===== src/rtl/hazard_stall_ctrl_pkg.sv =====
// Shared constants for the pipeline interlock: opcodes, instruction field
// positions and the interlock FSM state encoding.
package hazard_stall_ctrl_pkg;

  localparam logic [4:0] OP_ALU  = 5'b00000;
  localparam logic [4:0] OP_BNE  = 5'b00010;
  localparam logic [4:0] OP_JR   = 5'b00100;
  localparam logic [4:0] OP_ADDI = 5'b00101;
  localparam logic [4:0] OP_BLT  = 5'b00110;
  localparam logic [4:0] OP_SW   = 5'b00111;
  localparam logic [4:0] OP_LW   = 5'b01000;
  localparam logic [4:0] OP_BEX  = 5'b10110;

  localparam int OPC_MSB = 31;
  localparam int OPC_LSB = 27;
  localparam int RD_MSB  = 26;
  localparam int RD_LSB  = 22;
  localparam int RS_MSB  = 21;
  localparam int RS_LSB  = 17;
  localparam int RT_MSB  = 16;
  localparam int RT_LSB  = 12;

  // bex implicitly tests the status register
  localparam logic [4:0] REG_STATUS = 5'd30;

  typedef enum logic [1:0] {
    IDLE = 2'd0,
    LOAD = 2'd1,
    MD   = 2'd2
  } state_t;

endpackage


===== src/rtl/hazard_stall_ctrl_insn_src_decode.sv =====
// Decodes which registers an instruction reads; slot a carries rd (or r30
// for bex), slot b carries rs, slot c carries rt.
module insn_src_decode
  import hazard_stall_ctrl_pkg::*;
(
  input  logic [31:0] insn,
  output logic [4:0]  src_a,
  output logic [4:0]  src_b,
  output logic [4:0]  src_c,
  output logic        src_a_vld,
  output logic        src_b_vld,
  output logic        src_c_vld
);

  logic [4:0] opc;
  logic       unused_low;

  assign opc        = insn[OPC_MSB:OPC_LSB];
  assign unused_low = ^insn[RT_LSB-1:0];

  always_comb begin
    src_a     = insn[RD_MSB:RD_LSB];
    src_b     = insn[RS_MSB:RS_LSB];
    src_c     = insn[RT_MSB:RT_LSB];
    src_a_vld = 1'b0;
    src_b_vld = 1'b0;
    src_c_vld = 1'b0;
    case (opc)
      OP_ALU: begin
        src_b_vld = 1'b1;
        src_c_vld = 1'b1;
      end
      OP_ADDI, OP_LW: src_b_vld = 1'b1;
      OP_SW, OP_BNE, OP_BLT: begin
        src_a_vld = 1'b1;
        src_b_vld = 1'b1;
      end
      OP_JR: src_a_vld = 1'b1;
      OP_BEX: begin
        src_a     = REG_STATUS;
        src_a_vld = 1'b1;
      end
      default: ;
    endcase
  end

endmodule


===== src/rtl/hazard_stall_ctrl.sv =====
// Pipeline interlock: load-use stalls of LOAD_STALL cycles, mult/div busy
// stalls, branch-flush override and a saturating stall-cycle counter.
module hazard_stall_ctrl
  import hazard_stall_ctrl_pkg::*;
#(
  parameter int         LOAD_STALL = 1,
  parameter int         CNT_W      = 16,
  parameter logic [4:0] OP_LW      = 5'b01000
) (
  input  logic             clock,
  input  logic             reset_n,
  input  logic [31:0]      fd_insn,
  input  logic [31:0]      dx_insn,
  input  logic             md_start,
  input  logic             md_ready,
  input  logic             flush,
  input  logic             cnt_clr,
  output logic             stall_fd,
  output logic             stall_dx,
  output logic             bubble_dx,
  output logic             bubble_xm,
  output logic             md_busy,
  output logic [CNT_W-1:0] stall_count
);

  localparam logic [3:0]       LOAD_RELOAD = 4'(LOAD_STALL - 2);
  localparam logic [CNT_W-1:0] CNT_MAX     = '1;

  state_t     state;
  logic [3:0] dcnt;
  logic [4:0] src_a, src_b, src_c;
  logic       src_a_vld, src_b_vld, src_c_vld;
  logic [4:0] dx_opc, dx_rd;
  logic       load_use;
  logic       unused_dx;

  insn_src_decode u_fd_src (
    .insn      (fd_insn),
    .src_a     (src_a),
    .src_b     (src_b),
    .src_c     (src_c),
    .src_a_vld (src_a_vld),
    .src_b_vld (src_b_vld),
    .src_c_vld (src_c_vld)
  );

  assign dx_opc    = dx_insn[OPC_MSB:OPC_LSB];
  assign dx_rd     = dx_insn[RD_MSB:RD_LSB];
  assign unused_dx = ^dx_insn[RS_MSB:0];

  assign load_use = (dx_opc == OP_LW) && (dx_rd != 5'd0) &&
                    ((src_a_vld && (src_a == dx_rd)) ||
                     (src_b_vld && (src_b == dx_rd)) ||
                     (src_c_vld && (src_c == dx_rd)));

  // Outputs are Mealy so flush and md_ready take effect in the same cycle;
  // gating with reset_n drops them the moment reset asserts.
  always_comb begin
    stall_fd  = 1'b0;
    stall_dx  = 1'b0;
    bubble_dx = 1'b0;
    bubble_xm = 1'b0;
    md_busy   = 1'b0;
    if (reset_n) begin
      case (state)
        IDLE: if (!flush && !md_start && load_use) begin
          stall_fd  = 1'b1;
          bubble_dx = 1'b1;
        end
        LOAD: if (!flush) begin
          stall_fd  = 1'b1;
          bubble_dx = 1'b1;
        end
        MD: if (!md_ready) begin
          md_busy   = 1'b1;
          stall_fd  = 1'b1;
          stall_dx  = 1'b1;
          bubble_xm = 1'b1;
        end
        default: ;
      endcase
    end
  end

  always_ff @(posedge clock or negedge reset_n) begin
    if (!reset_n) begin
      state       <= IDLE;
      dcnt        <= 4'd0;
      stall_count <= '0;
    end else begin
      if (cnt_clr)
        stall_count <= '0;
      else if (stall_fd && (stall_count != CNT_MAX))
        stall_count <= stall_count + 1'b1;

      case (state)
        IDLE: if (!flush) begin
          if (md_start) begin
            if (!md_ready) state <= MD;
          end else if (load_use && (LOAD_STALL > 1)) begin
            state <= LOAD;
            dcnt  <= LOAD_RELOAD;
          end
        end
        LOAD: begin
          if (flush) begin
            state <= IDLE;
            dcnt  <= 4'd0;
          end else if (dcnt == 4'd0) begin
            state <= IDLE;
          end else begin
            dcnt <= dcnt - 1'b1;
          end
        end
        MD: if (md_ready) state <= IDLE;
        default: state <= IDLE;
      endcase
    end
  end

endmodule


===== config.mk =====
export PLATFORM = sky130hd
export DESIGN_NAME = hazard_stall_ctrl
export DESIGN_NICKNAME = d
export VERILOG_FILES = /design/src/rtl/hazard_stall_ctrl_pkg.sv /design/src/rtl/hazard_stall_ctrl_insn_src_decode.sv /design/src/rtl/hazard_stall_ctrl.sv
export SDC_FILE = /design/constraint.sdc
export NUM_CORES = 1
export LEC_CHECK = 0
export BUFFER_PORTS_ARGS = -buffer_cell sky130_fd_sc_hd__buf_2
export CELL_PAD_IN_SITES_DETAIL_PLACEMENT = 1
export CELL_PAD_IN_SITES_GLOBAL_PLACEMENT = 2
export CORE_ASPECT_RATIO = 1.25
export CORE_MARGIN = 10
export CORE_UTILIZATION = 21
export CTS_CLUSTER_DIAMETER = 120
export DETAILED_ROUTE_END_ITERATION = 16
export PLACE_DENSITY_LB_ADDON = 0.1
export SLEW_MARGIN = 30
export SYNTH_ARGS = -nofsm -noshare
export SYNTH_HDL_FRONTEND = slang
export SYNTH_SLANG_ARGS = --single-unit

===== constraint.sdc =====
create_clock -name clock -period 3.4 [get_ports clock]
set_clock_uncertainty 0.05 [all_clocks]
set_input_delay 0.85 -clock clock [delete_from_list [all_inputs] [get_ports clock]]
set_output_delay 0.85 -clock clock [all_outputs]
set_load 0.02 [all_outputs]

**Word-level counts from Yosys, hierarchy flattened**

Index checks and enable logic that the tools add are counted.

- $add $sub $neg: 2
- Equality and inequality tests: 20
- Mux-type cells: 24
- Reduce and logical (&&, ||, !) cells: 21

Operators with widths:

| kind | count |
|---|---|
| $mux W16 | 2 |
| $eq A5 B3 Y1 const B | 4 |
| $add A16 B1 Y16 const B | 1 |
| $ne A16 B16 Y1 const B | 1 |
| $eq A5 B5 Y1 | 3 |
| $mux W2 | 6 |
| $eq A5 B4 Y1 const B | 2 |
| $mux W1 | 10 |
| $ne A2 B2 Y1 const B | 5 |
| $logic_and A1 B1 Y1 | 8 |
| $mux W4 | 2 |
| $pmux W2 S3 | 1 |
| $reduce_or A6 Y1 | 1 |
| $eq A5 B2 Y1 const B | 1 |
| $eq A5 B5 Y1 const B | 1 |
| $logic_not A5 Y1 | 1 |
| $mux W5 | 1 |
| $reduce_and A5 Y1 | 1 |
| $reduce_bool A5 Y1 | 1 |
| $reduce_or A5 Y1 | 1 |
| $logic_not A4 Y1 | 1 |
| $sub A4 B1 Y4 const B | 1 |
| $ne A3 B3 Y1 const B | 1 |
| $pmux W1 S3 | 1 |
| other kinds (8) | 10 |

- Bits in registers: 22
- Input port bits: 70
- Output and inout port bits: 21
- Word-level logic and storage cells: 70

**Longest topological paths before layout**

- Depth after elaboration: 14
- Mapped depth: 11
- Depth with buffers taken out: 9

**Cells and area by module**

From an unflattened synthesis, not the netlist that was laid out.

- Cell total of the unflattened synthesis: 158
- Area, all modules: 1415.1 um^2

Modules (own cells, without submodules):

| module | instances | cells each | area each (um^2) | seq. area each (um^2) |
|---|---|---|---|---|
| hazard_stall_ctrl | 1 | 130 | 1228.7 | 425.4 |
| insn_src_decode | 1 | 28 | 186.4 | 0.0 |

**Least setup slack after synthesis**

OpenSTA, ideal clock, no wires.

- Kind: in2out
- Start point: in dx_insn[26]
- End point: out bubble_dx
- Arrival time: 2487 ps
- Slack: 13 ps
- Stages on the path: 7
- Buffers on the path: 1
- Cells stage by stage: clkbuf_1 -> xor2_1 -> nor4_1 -> nand4_1 -> o31ai_1 -> a22oi_1 -> nor4_1

- Longest elaborated chain between the ends: 9

Ends and longest elaborated chain:

| item | line | text |
|---|---|---|
| start, declared | hazard_stall_ctrl.sv:13 | `input logic [31:0] dx_insn,` |
| $eq A5 B5 Y1 (on tied branches) | hazard_stall_ctrl.sv:52, hazard_stall_ctrl.sv:53 |  |
| $logic_and A1 B1 Y1 (on tied branches) | hazard_stall_ctrl.sv:52, hazard_stall_ctrl.sv:53 |  |
| $logic_or A1 B1 Y1 | hazard_stall_ctrl.sv:52 | `((src_a_vld && (src_a == dx_rd)) \|\|` |
| $logic_or A1 B1 Y1 | hazard_stall_ctrl.sv:53 | `(src_b_vld && (src_b == dx_rd)) \|\|` |
| $logic_and A1 B1 Y1 * | hazard_stall_ctrl.sv:51 | `assign load_use = (dx_opc == OP_LW) && (dx_rd != 5'd0) &&` |
| $logic_and A1 B1 Y1 * | hazard_stall_ctrl.sv:66 | `IDLE: if (!flush && !md_start && load_use) begin` |
| $mux W1 * | hazard_stall_ctrl.sv:66 |  |
| $pmux W1 S2 * | hazard_stall_ctrl.sv:65 | `case (state)` |
| $mux W1 * | hazard_stall_ctrl.sv:64 | `if (reset_n) begin` |
| end, declared | hazard_stall_ctrl.sv:20 | `output logic bubble_dx,` |

Every way passes the cells marked *; elsewhere a longest branch is shown, timed or not.

**Worst setup path after layout**

- Start point: in dx_insn[23]
- End point: out stall_fd

- Longest elaborated chain between the ends: 9

Ends and longest elaborated chain:

| item | line | text |
|---|---|---|
| $eq A5 B5 Y1 (on tied branches) | hazard_stall_ctrl.sv:52, hazard_stall_ctrl.sv:53 |  |
| $logic_and A1 B1 Y1 (on tied branches) | hazard_stall_ctrl.sv:52, hazard_stall_ctrl.sv:53 |  |
| $logic_or A1 B1 Y1 | hazard_stall_ctrl.sv:52 |  |
| $logic_or A1 B1 Y1 | hazard_stall_ctrl.sv:53 |  |
| $logic_and A1 B1 Y1 * | hazard_stall_ctrl.sv:51 |  |
| $logic_and A1 B1 Y1 * | hazard_stall_ctrl.sv:66 |  |
| $mux W1 * | hazard_stall_ctrl.sv:66 |  |
| $pmux W1 S3 * | hazard_stall_ctrl.sv:65 |  |
| $mux W1 * | hazard_stall_ctrl.sv:64 |  |
| end, declared | hazard_stall_ctrl.sv:18 | `output logic stall_fd,` |

Marked as above.

==> results by group <==
Setup path
  – Worst Setup Start Kind: input port
  – Crit path kind: in -> out
  – CP endpoint kind: output pin
  – Slowest-stage cell, CP: or4_1
  – Most frequent CP cell: buf_2
  – CP required: 2.50 ns
  – Worst path cell trace: buf_2 -> or4_1 -> nor2_2 -> nor3_1 -> a31o_1 -> nor2_4 -> inv_1 -> buf_2
  – Depth of the most critical reg-to-reg path: 7
  – CP Data Arrival Time: approximately 2.4 ns
  – Family with the most delay on the worst path: simple AND/OR/NAND/NOR gates
  – Max incr delay on CP: between 0.5 and 0.6 ns
  – Critical path startpoint: dx_insn[23]
  – Reg2reg start: stall_count[7]
  – Worst Path Max Fanout: 6
  – CP Buf/Inv Count: 3
  – FF-to-FF setup slack: roughly 0.96 ns
  – Worst R2R End: stall_count[11]

Logic synthesis
  – Mapped Nets: roughly 230
  – Yosys warnings: 0
  – Synth Area per Inst: ~8.5 um2
  – Dominant cell type by area after synthesis: dfrtp_1
  – Synthesized cell area: between 1000 and 1500 um2
  – Synth unique cells: between 40 and 50
  – Synth top area cells: dfrtp_1 (32%), a21oi_1 (6.5%), xor2_1 (5.3%)
  – Synth top area share: 32.41%
  – Gate Count Post-Synth: between 150 and 200
  – Seq/Total Area, Yosys: around a third
  – #FFs+latches synth: 17

STA
  – Fin. Hold Viols: 0
  – Max-slew violation count: 0
  – Relative slew margins: 62.69%
  – Period utilisation layout: a little over nine tenths
  – Period minus WS final: 3.280 ns
  – Worst hold margin: approximately 0.46 ns
  – Highest clock rate: 0.3049 GHz
  – Final setup fails: 0
  – Slew @ Worst Pin: ~0.56 ns
  – Unrepaired setup endpoints after global routing: yes
  – Setup TNS Final: 0 ns

Die
  – Chip width: ~91 um
  – Floorplan row count: 32
  – Core area: 6126 um2
  – I/O pin count: 91
  – DIE AREA: 9832 um2
  – Die height: 108.4 um
  – Starting Density: between 20% and 30%

Clocking
  – TritonCTS buffer count: 3
  – Clk slew on worst S/H paths: roughly 0.08 ns
  – Hold_buf cts: 0
  – Worst-Skew Late Latency: 0.26 ns
  – Clk root buf: clkbuf_8
  – Sink Count: 17
  – H-tree levels: 1
  – CTS tree: yes
  – Clock Path Buffers: 2

Global routing
  – GRT Total Usage: 8.956%
  – First-pass GRT wire length: around 7300 um
  – Initial antenna violation count: 0
  – Largest net degree at the start of global routing: 26
  – Global route overflow: 0
  – Vias in the first global route: roughly 1500

Layout
  – Number of inserted diodes: 0
  – Layout cells sized above 1: roughly 37%
  – Most frequent cells in the layout: buf_2 (52), a21oi_1 (17), dfrtp_1 (17)
  – Net count, final: approximately 290
  – Finished Layout Cells: between 200 and 300
  – Area Overhead vs Synth: 38.80%
  – Most common cell after layout, fill and taps aside: buf_2

Run
  – Max cap viols: 0

Min path
  – Worst hold endpoint: stall_count[14]
  – Hold wc startpoint: stall_count[14]
  – HP Class: reg -> reg
  – Hold depth: 1

Detailed routing
  – Total Wirelength: between 4000 and 5000 um
  – Vias: around 1400
  – Starting DRT DRC Count: 28
  – DRC: 0
  – Detailed Routing Iterations Pass 1: 4
  – DR vias/cell: about 4.6
  – Routed Antenna Nets: 0
  – WL per Instance: 15.72 um

Placed design
  – # placed instances: just under 300
  – Final GP Congestion: between 0.7 and 0.8
  – Detailed Place HPWL: about 3800 um
  – Port buffer count: between 50 and 60

Outcome
  – Status: completed

Power and ir drop
  – Pleak: 0.8257 nW
  – Worst VDD drop: around 0.00014 V
  – Pwr dens: approximately 250 nW/um2
-- per-layer routing --
metal / global-route usage, % / vias to the layer above / part of all wire, %
met3: 1.734 / 2 / 3.4
met2: 17.39 / 30 / 54
met5: 0 / - / 0
met4: 2.733 / 0 / 0.49
met1: 9.505 / 672 / 42
li1: - / 685 / -
-- cells in the mapped netlist (all sizes together) --
master and count:
a41oi 1, and3 6, mux2i 1, or3 8
nor2 10, nor3b 1, a211oi 2, o21bai 1
a2bb2oi 1, a41o 1, nand4 3, and2 1
nor4b 1, xnor2 5, a31o 1, a21oi 17
o221ai 1, nand2 8, a31oi 1, o31ai 5
o21ai 11, clkbuf 2, or4 6, and4 1
nand3b 2, nor2b 4, inv 7, ha 1
a22oi 1, nand2b 1, nor3 2, dfrtp 17
buf 6, nand3 4, xor2 8, or2 3
nor4 3, o21a 1
-- stage by stage --
step                      setup WS (ns)  power [W]  util (%)  area [um2]
after global placement          0.01060  0.0002905     27.49        1684
after floorplan                 0.01281  0.0002498         -        1313
after global routing           -0.07658  0.0004783     29.74        1822
after CTS                       0.01179  0.0004526     28.29        1733
final                            0.1199  0.0004542     29.74        1822
after detailed placement        0.02270  0.0002932     27.49        1684
-- cell type report --
| class | instances | area, um2 |
|---|---|---|
| clock buffers | 3 | 41.29 |
| clock inverters | 1 | 7.507 |
| fillers | 748 | 4304 |
| inverters | 7 | 26.28 |
| multi-input cells | 123 | 857.1 |
| flip-flops and latches | 17 | 425.4 |
| well taps | 85 | 106.4 |
| repair buffers | 63 | 357.8 |
-- sequential cells by signal, indices dropped and copies added, names as in the netlist --
name	flops
state	1
stall_count	16
-- power by group --
part,leakage [nW],total (W),switching [W],internal [W]
Sequential,0.237,0.000205,0.00000128,0.000203
Clock,0.0217,0.000156,0.0000738,0.0000825
Combinational,0.567,0.0000933,0.0000495,0.0000438
-- cell families (layout without fill, tap and decap cells) --
logic type,Yosys count,after routing,synth area share [%]
AND/OR/NAND/NOR,64,64,29.65
AO/OA/AOI/OAI,44,44,20.97
flip-flops,17,17,32.41
buffers and inverters,15,74,6.577
XOR/XNOR,13,13,8.675
adder cells (fa/ha/maj),1,1,0.9531
multiplexers,1,1,0.7627
-- how the worst max path moves through the flow --
stage | cells past startpoint | to | slack [ns]
finish | 8 | stall_fd | 0.12
CTS | 10 | stall_fd | 0.01
floorplan | 7 | bubble_dx | 0.01
global placement | 10 | stall_fd | 0.01
detailed placement | 10 | stall_fd | 0.02
global route | 8 | bubble_dx | -0.08
-- what timing repair did --
action / CTS / global route
hold endpoints to repair: 0 / 0
resized for setup: 0 / 18
endpoints found under the setup margin: 0 / 2
buffers inserted: 0 / 1
-- worst reg2reg max path, stage by stage (launching register included) --
cell      delay [ns]
dfrtp_1         0.42
and3_1          0.24
and4_1          0.25
and3_1          0.21
and3_1          0.22
o21bai_4        0.31
or4_1           0.53
a21oi_1         0.15
Power figures use the tool's default switching activity.
